`config.mk`:
```
export PLATFORM = sky130hd
export DESIGN_NAME = core_sequencer
export DESIGN_NICKNAME = d
export VERILOG_FILES = /design/src/rtl/core_sequencer.sv
export SDC_FILE = /design/constraint.sdc
export NUM_CORES = 1
export LEC_CHECK = 0
export CAP_MARGIN = 15
export CORE_ASPECT_RATIO = 2
export CORE_UTILIZATION = 48
export CTS_BUF_LIST = sky130_fd_sc_hd__clkbuf_2 sky130_fd_sc_hd__clkbuf_4 sky130_fd_sc_hd__clkbuf_8
export CTS_CLUSTER_DIAMETER = 150
export DETAILED_ROUTE_END_ITERATION = 8
export PLACE_DENSITY = 0.82
export SLEW_MARGIN = 20
export SYNTH_ARGS = -nofsm -noshare
export SYNTH_HDL_FRONTEND = slang
export SYNTH_SLANG_ARGS = --single-unit
```
`constraint.sdc`:
```
create_clock -name clk -period 6.9 [get_ports clk]
set_input_delay 1.38 -clock clk [delete_from_list [all_inputs] [get_ports clk]]
set_output_delay 1.38 -clock clk [all_outputs]
set_load 0.1 [all_outputs]
```
`src/rtl/core_sequencer.sv`:
```
`default_nettype none
// ============================================================================
//  Module   : core_sequencer
//  Purpose  : Board-level run controller for a soft core. Debounces nothing,
//             but synchronizes the board switches/button, holds the core in
//             reset on enable, and paces the core with a one-cycle clock
//             enable in RUN (divided rate), STEP (single pulse) or not at
//             all (HOLD / HALT / TRAPPED).
//  Ports    : clk          - single clock, rising edge
//             reset        - synchronous active-high reset
//             sw_en        - async core enable switch (low forces HOLD)
//             sw_run       - async run/halt switch
//             btn_step     - async single-step button (rising edge = step)
//             div_sel[1:0] - run-rate select
//             trap_i       - trap flag from the core
//             pc_i[31:0]   - program counter from the core
//             core_resetn  - registered active-low reset to the core
//             core_ce      - one-cycle core clock-enable pulse
//             led[11:0]    - status display (state flags + pc_q[8:0])
//             state_o[2:0] - HOLD=0 HALT=1 RUN=2 STEP=3 TRAPPED=4
//  Revision : 1.0 - initial release
// ============================================================================
module core_sequencer #(
   parameter int DIV_W       = 16,
   parameter int HOLD_CYCLES = 4
) (
   input  logic        clk,
   input  logic        reset,
   input  logic        sw_en,
   input  logic        sw_run,
   input  logic        btn_step,
   input  logic [1:0]  div_sel,
   input  logic        trap_i,
   input  logic [31:0] pc_i,
   output logic        core_resetn,
   output logic        core_ce,
   output logic [11:0] led,
   output logic [2:0]  state_o
);

   typedef enum logic [2:0] {
      ST_HOLD    = 3'd0,
      ST_HALT    = 3'd1,
      ST_RUN     = 3'd2,
      ST_STEP    = 3'd3,
      ST_TRAPPED = 3'd4
   } state_t;

   localparam int                c_HOLD_W   = (HOLD_CYCLES > 1) ? $clog2(HOLD_CYCLES) : 1;
   localparam logic [c_HOLD_W-1:0] c_HOLD_LAST = c_HOLD_W'(HOLD_CYCLES - 1);
   localparam logic [DIV_W-1:0]  c_ALL_ONES = {DIV_W{1'b1}};

   state_t              r_state;
   state_t              w_state_nxt;
   logic [1:0]          r_en_sync;
   logic [1:0]          r_run_sync;
   logic [1:0]          r_btn_sync;
   logic                r_btn_d;
   logic [c_HOLD_W-1:0] r_hold_cnt;
   logic [DIV_W-1:0]    r_ctr;
   logic [DIV_W-1:0]    w_tc;
   logic [31:0]         r_pc_q;
   logic                r_core_resetn;
   logic                w_core_ce;
   logic                w_en_s;
   logic                w_run_s;
   logic                w_btn_s;
   logic                w_step_evt;
   logic                w_tick;
   logic                w_unused_pc;

   assign w_en_s     = r_en_sync[1];
   assign w_run_s    = r_run_sync[1];
   assign w_btn_s    = r_btn_sync[1];
   assign w_step_evt = w_btn_s & ~r_btn_d;

   // Terminal count: the divider period shrinks by 16x per div_sel step,
   // with div_sel=3 giving an enable on every RUN cycle.
   always_comb begin
      w_tc = '0;
      case (div_sel)
         2'd0:    w_tc = c_ALL_ONES;
         2'd1:    w_tc = c_ALL_ONES >> 4;
         2'd2:    w_tc = c_ALL_ONES >> 8;
         default: w_tc = '0;
      endcase
   end

   // An out-of-range ctr (after a div_sel reduction) never matches TC, so the
   // wrap cycle produces no enable.
   assign w_tick = (r_ctr == w_tc);

   // ------------------------------------------------------------------------
   // State register and datapath
   // ------------------------------------------------------------------------
   always_ff @(posedge clk) begin
      if (reset) begin
         r_state       <= ST_HOLD;
         r_en_sync     <= '0;
         r_run_sync    <= '0;
         r_btn_sync    <= '0;
         r_btn_d       <= 1'b0;
         r_hold_cnt    <= '0;
         r_ctr         <= '0;
         r_pc_q        <= '0;
         r_core_resetn <= 1'b0;
      end else begin
         r_state       <= w_state_nxt;
         r_en_sync     <= {r_en_sync[0],  sw_en};
         r_run_sync    <= {r_run_sync[0], sw_run};
         r_btn_sync    <= {r_btn_sync[0], btn_step};
         r_btn_d       <= w_btn_s;
         r_pc_q        <= pc_i;
         // Registered from the next state so it lines up with state_o.
         r_core_resetn <= (w_state_nxt != ST_HOLD);

         // Counts consecutive enabled cycles in HOLD; any disabled cycle or
         // any other state restarts it.
         if ((r_state == ST_HOLD) && w_en_s) begin
            r_hold_cnt <= r_hold_cnt + c_HOLD_W'(1);
         end else begin
            r_hold_cnt <= '0;
         end

         // Held at zero outside RUN so every entry to RUN starts a full period.
         if (r_state == ST_RUN) begin
            if (r_ctr >= w_tc) begin
               r_ctr <= '0;
            end else begin
               r_ctr <= r_ctr + DIV_W'(1);
            end
         end else begin
            r_ctr <= '0;
         end
      end
   end

   // ------------------------------------------------------------------------
   // Next-state and clock-enable decode
   // ------------------------------------------------------------------------
   always_comb begin
      w_state_nxt = r_state;
      w_core_ce   = 1'b0;

      case (r_state)
         ST_HOLD: begin
            if (w_en_s && (r_hold_cnt == c_HOLD_LAST)) begin
               w_state_nxt = w_run_s ? ST_RUN : ST_HALT;
            end
         end
         ST_HALT: begin
            if (!w_en_s) begin
               w_state_nxt = ST_HOLD;
            end else if (w_run_s) begin
               w_state_nxt = ST_RUN;
            end else if (w_step_evt) begin
               w_state_nxt = ST_STEP;
            end
         end
         ST_STEP: begin
            if (!w_en_s) begin
               w_state_nxt = ST_HOLD;
            end else if (trap_i) begin
               w_state_nxt = ST_TRAPPED;
            end else begin
               w_core_ce   = 1'b1;
               w_state_nxt = ST_HALT;
            end
         end
         ST_RUN: begin
            if (!w_en_s) begin
               w_state_nxt = ST_HOLD;
            end else if (trap_i) begin
               w_state_nxt = ST_TRAPPED;
            end else if (!w_run_s) begin
               w_state_nxt = ST_HALT;
            end else begin
               w_core_ce = w_tick;
            end
         end
         ST_TRAPPED: begin
            if (!w_en_s) begin
               w_state_nxt = ST_HOLD;
            end
         end
         default: begin
            w_state_nxt = ST_HOLD;
         end
      endcase
   end

   // Reset gates the enable combinationally so a core mid-step or mid-run
   // never sees a pulse on the cycle reset is applied.
   assign core_ce     = w_core_ce & ~reset;
   assign core_resetn = r_core_resetn;
   assign state_o     = r_state;

   assign led = {r_pc_q[8:6], (r_state == ST_HALT),
                 r_pc_q[5:3], (r_state == ST_RUN),
                 r_pc_q[2:0], (r_state == ST_TRAPPED)};

   // Upper PC bits are captured but not displayed.
   assign w_unused_pc = ^r_pc_q[31:9];

endmodule
`default_nettype wire

```
After elaboration in Yosys (flattened, before gate mapping):

Index checks and enable logic that the tools add are counted.

* flip-flop bits (word level): 38
* word-level logic and storage cells: 52
* bits of input ports: 40

* mux-type cells: 19
* $lt $le $gt $ge: 1
* $add $sub $neg: 2
* bitwise operators: 6
* equality and inequality tests: 8
* reductions and logical operators: 7

Operators by type and width (count)
* one-hot mux 16 bit (3 select lines): 1
* 2-to-1 mux 3 bit: 10
* adder 16 x 1 -> 16 bit (second input constant): 1
* equality test 16 bit: 1
* greater-or-equal comparator 16 bit: 1
* one-hot mux 3 bit (5 select lines): 1
* equality test 3 x 2 -> 1 bit (second input constant): 2
* 2-to-1 mux 1 bit: 5
* equality test 2 bit (second input constant): 2
* inverter 1 bit: 4
* equality test 3 x 1 -> 1 bit (second input constant): 1
* equality test 3 bit (second input constant): 1
* logical NOT 3 bit: 1
* nonzero test 3 bit: 1
* OR reduction 3 bit: 1
* adder 2 x 1 -> 2 bit (second input constant): 1
* AND 1 bit: 2
* equality test 2 x 1 -> 1 bit (second input constant): 1
* logical AND 1 bit: 2
* logical NOT 2 bit: 1
* 2-to-1 mux 2 bit: 1
* one-hot mux 1 bit (2 select lines): 1
* OR reduction 2 bit: 1

Depth between registers and ports, before layout:

* depth in word-level cells: 8
* mapped depth: 9
* gate-level depth less buffers: 7

Least setup slack after synthesis:

No wires, ideal clock.

* path kind: input to output
* start point: input port div_sel[1]
* end point: output port core_ce
* stages on the path: 7
* setup slack: 1.795 ns
* arrival time: 3.725 ns
* required time: 5.520 ns
* cells stage by stage: buf_2 or2_2 ha_1 nand4_1 a2111o_1 o31ai_1 and3b_1

* cells in the longest elaborated chain, start to end: 8

RTL lines
* start: declaration: RTL line 32 `input logic [1:0] div_sel,`
* equality test 2 bit, or another cell as far along: RTL line 81 `case (div_sel)`
* one-hot mux 16 bit (3 select lines) (*): RTL line 81
* equality test 16 bit (*): RTL line 91 `assign w_tick = (r_ctr == w_tc);`
* 2-to-1 mux 1 bit (*): RTL line 175 `end else if (!w_run_s) begin`
* 2-to-1 mux 1 bit (*): RTL line 173 `end else if (trap_i) begin`
* 2-to-1 mux 1 bit (*): RTL line 171 `if (!w_en_s) begin`
* one-hot mux 1 bit (2 select lines) (*): RTL line 145 `case (r_state)`
* AND 1 bit (*): RTL line 194 `assign core_ce = w_core_ce & ~reset;`
* end: declaration: RTL line 36 `output logic core_ce,`

Mark *: on every way between the ends. The rest lies on a longest branch, timed or not.

Final worst setup path:

Ends and elaborated chain as after synthesis.

==> impl_metrics.toml <==
[route]
wl_um = 3962
avgViaCountPerCell = 5.632
drtAntennaViolNets = 0
routedWlPerCell_um = 14.15
first_pass_iters = 4
drt_drc_violations_left = 0
via_count = 1577
drtIter0Drc = 33

[clocking]
cts_tree = "built"
postCtsSetupRepairBufs = 0
numCtsBuffers = 5
htreeDepth = 2
hold_buffers = 0
ctsLongestPathBuffers = 2
clk_latency_ns = 0.30
cts.clk_slew.worst_paths_ns = 0.07
clock-sinks = 38
cts_resized = 0
cts_root_buf = "clkbuf_8"

[synth]
synth_fp_nets = 252
netlist_top_cells_count = "38 x dfxtp_1, 17 x nor2b_1, 16 x ha_1"
syn_inst = 196
synth_flop_cell = "dfxtp_1"
ys.warnings.count = 0
ys_seq_area_share_pct = 39.20
synth_top_area_share_pct = 39.20
synth_largest_area_cell = "dfxtp_1"
synth-seq-cells = 38
synth_area_per_cell_um2 = 9.901
syn_area_um2 = 1941
yosys.cell_count.top_type = "dfxtp_1"
yosys-top-cells-area = "dfxtp_1 39%, ha_1 10%, nor2b_1 5.5%"
async_flop_share_pct = 0
synthDistinctLibCells = 51
synth_edf_count = 0

[placement]
place.gp.congestion = 0.7807
dp.cells = 272
dp_hpwl_um = 2987
port_buffers = 33
placed_area_um2 = 2281

[worst_setup_path]
cp_max_fo = 12
arrival_ns = 4.14
crit_type = "input pin to output port"
end_kind = "output port"
crit_buf_inv = 2
slowest_delay_ns = 0.61
cp_top_family = "buffers and inverters"
ff2ff_path_depth = 5
cp_num_cells = 8
cp.required_ns = 5.52
cp_slowest_cell = "clkdlybuf4s50_1"
crit_chain = "clkdlybuf4s50_1 -> or2_2 -> ha_1 -> nand4_1 -> a2111o_1 -> o31ai_1 -> and3b_1 -> buf_4"
start_kind = "input pin"

[outcome]
status = "complete, no violations"

[pwr]
powerDensity_nw_per_um2 = 183.4
switching_share_pct = 25.91
leakage_nw = 0.8870
p_sw_mw = 0.1129
ir_worst_vdd_v = 0.0001800
p_seq_share_pct = 51.8
intPower_mw = 0.3228
combPwrFrac_pct = 11.8
pwr-share-clk_pct = 36.4

[global_routing]
grt_pass1_vias = 1528
grt_pass1_wl_um = 6755
grt_start_max_net_pins = 23
grt.total_usage_pct = 21.74
overflow = 0
antenna_found_initial = 0

[floorplanning]
ios = 57
die_h_um = 91.92
rows = 32
die_w_um = 46.96
fp.dieArea_um2 = 4317
coreArea_um2 = 3844
start_util_pct = 50.49

[finish]
fin_nets = 284
final_cells = 280
finish.utilization_pct = 61.82
syn2layout_area_growth_pct = 22.44
multiInputGateArea_um2 = 1099
fillers = 356
drive_above_1_share_pct = 8.297
diodes = 0
fin_area_um2 = 2376
ff_latch_area_um2 = 760.7

[run]
max-cap-violations = 0

[sta]
timing.fmax_mhz = 181.2
slew_headroom_pct = 33.97
clock-skew-final_ns = 0.01442
hold_viol = 0
tightest_slew_ns = 0.9873
maxSlewViolCount = 0
min_period_over_period_pct = 79.97
setup_violations = 0
rsz0062_at_grt = "false"
fin_crit_ns = 5.518
setup_tns_ns = 0

[min_path]
worstHoldPathCells = 1
min_path_type = "flop to flop"
## layout by cell type (no fill, tap or decap), types with 5 or more instances in the layout
| cell type | instances |
|---|---|
| clkbuf_8 | 6 |
| a21oi_1 | 6 |
| xnor2_1 | 6 |
| dfxtp_1 | 38 |
| inv_1 | 8 |
| ha_1 | 16 |
| nor3_1 | 15 |
| nand2_1 | 9 |
| nand4_1 | 7 |
| nor2_1 | 5 |
| nor2b_1 | 17 |
| clkdlybuf4s50_1 | 32 |
| xor2_1 | 5 |
## per-layer routing
layer	part of all wire (%)	GRT usage, %	wire (um)	vias to the layer above
met3	2.5	3.346	100	12
met2	56	37.62	2202	36
met1	37	22.32	1467	747
met5	0	0	0	-
li1	-	-	-	782
met4	4.8	13.57	191	0
## final timing paths
path                                          startpoint                        to  slack [ns]
worst max-delay path                          div_sel[1]                   core_ce        1.38
worst min-delay path            r_hold_cnt[0]$_SDFF_PP0_  r_hold_cnt[0]$_SDFF_PP0_        0.42
worst max register to register      r_ctr[13]$_SDFF_PP0_       r_ctr[5]$_SDFF_PP0_        4.76
worst min register to register  r_hold_cnt[0]$_SDFF_PP0_  r_hold_cnt[0]$_SDFF_PP0_        0.42
## per-stage QoR
stage / hold slack [ns] / worst slack (ns) / power [mW]
after floorplan: 0.3958 / 1.795 / 0.2648
after global placement: 0.4092 / 1.446 / 0.2812
after detailed placement: 0.4184 / 1.423 / 0.2821
after CTS: 0.4283 / 1.379 / 0.4384
after global routing: 0.4613 / 1.267 / 0.4515
final: 0.4223 / 1.382 / 0.4357
## power groups by stage
stage,Clock (mW),Sequential [mW],Combinational (mW)
2_1_floorplan,0,0.251,0.0141
3_3_place_gp,0,0.230,0.0509
3_5_place_dp,0,0.230,0.0516
4_1_cts,0.161,0.225,0.0519
5_1_grt,0.171,0.226,0.0547
6_report,0.159,0.225,0.0515
## kinds of logic after synthesis
logic type	share of synthesized area, %
AO/OA/AOI/OAI	16.38
XOR/XNOR	4.964
adder cells (fa/ha/maj)	10.32
buffers and inverters	4.191
flip-flops	39.20
AND/OR/NAND/NOR	24.95
## final cells by class
| cell class | count | share of cell area, % |
|---|---|---|
| clock inverter | 2 | 0.5266 |
| inverter | 8 | 1.264 |
| sequential | 38 | 32.02 |
| multi-input combinational | 142 | 46.23 |
| timing repair buffer | 33 | 13.80 |
| tap | 51 | 2.686 |
| clock buffer | 6 | 3.476 |
## flip-flops by register name, indices dropped and copies added, names as in the netlist
signal,count
r_ctr,16
r_pc_q,9
state_o,3
r_btn_sync,2
r_en_sync,2
r_hold_cnt,2
r_run_sync,2
core_resetn,1
r_btn_d,1
Note: power is estimated with default switching activity, not from simulation.
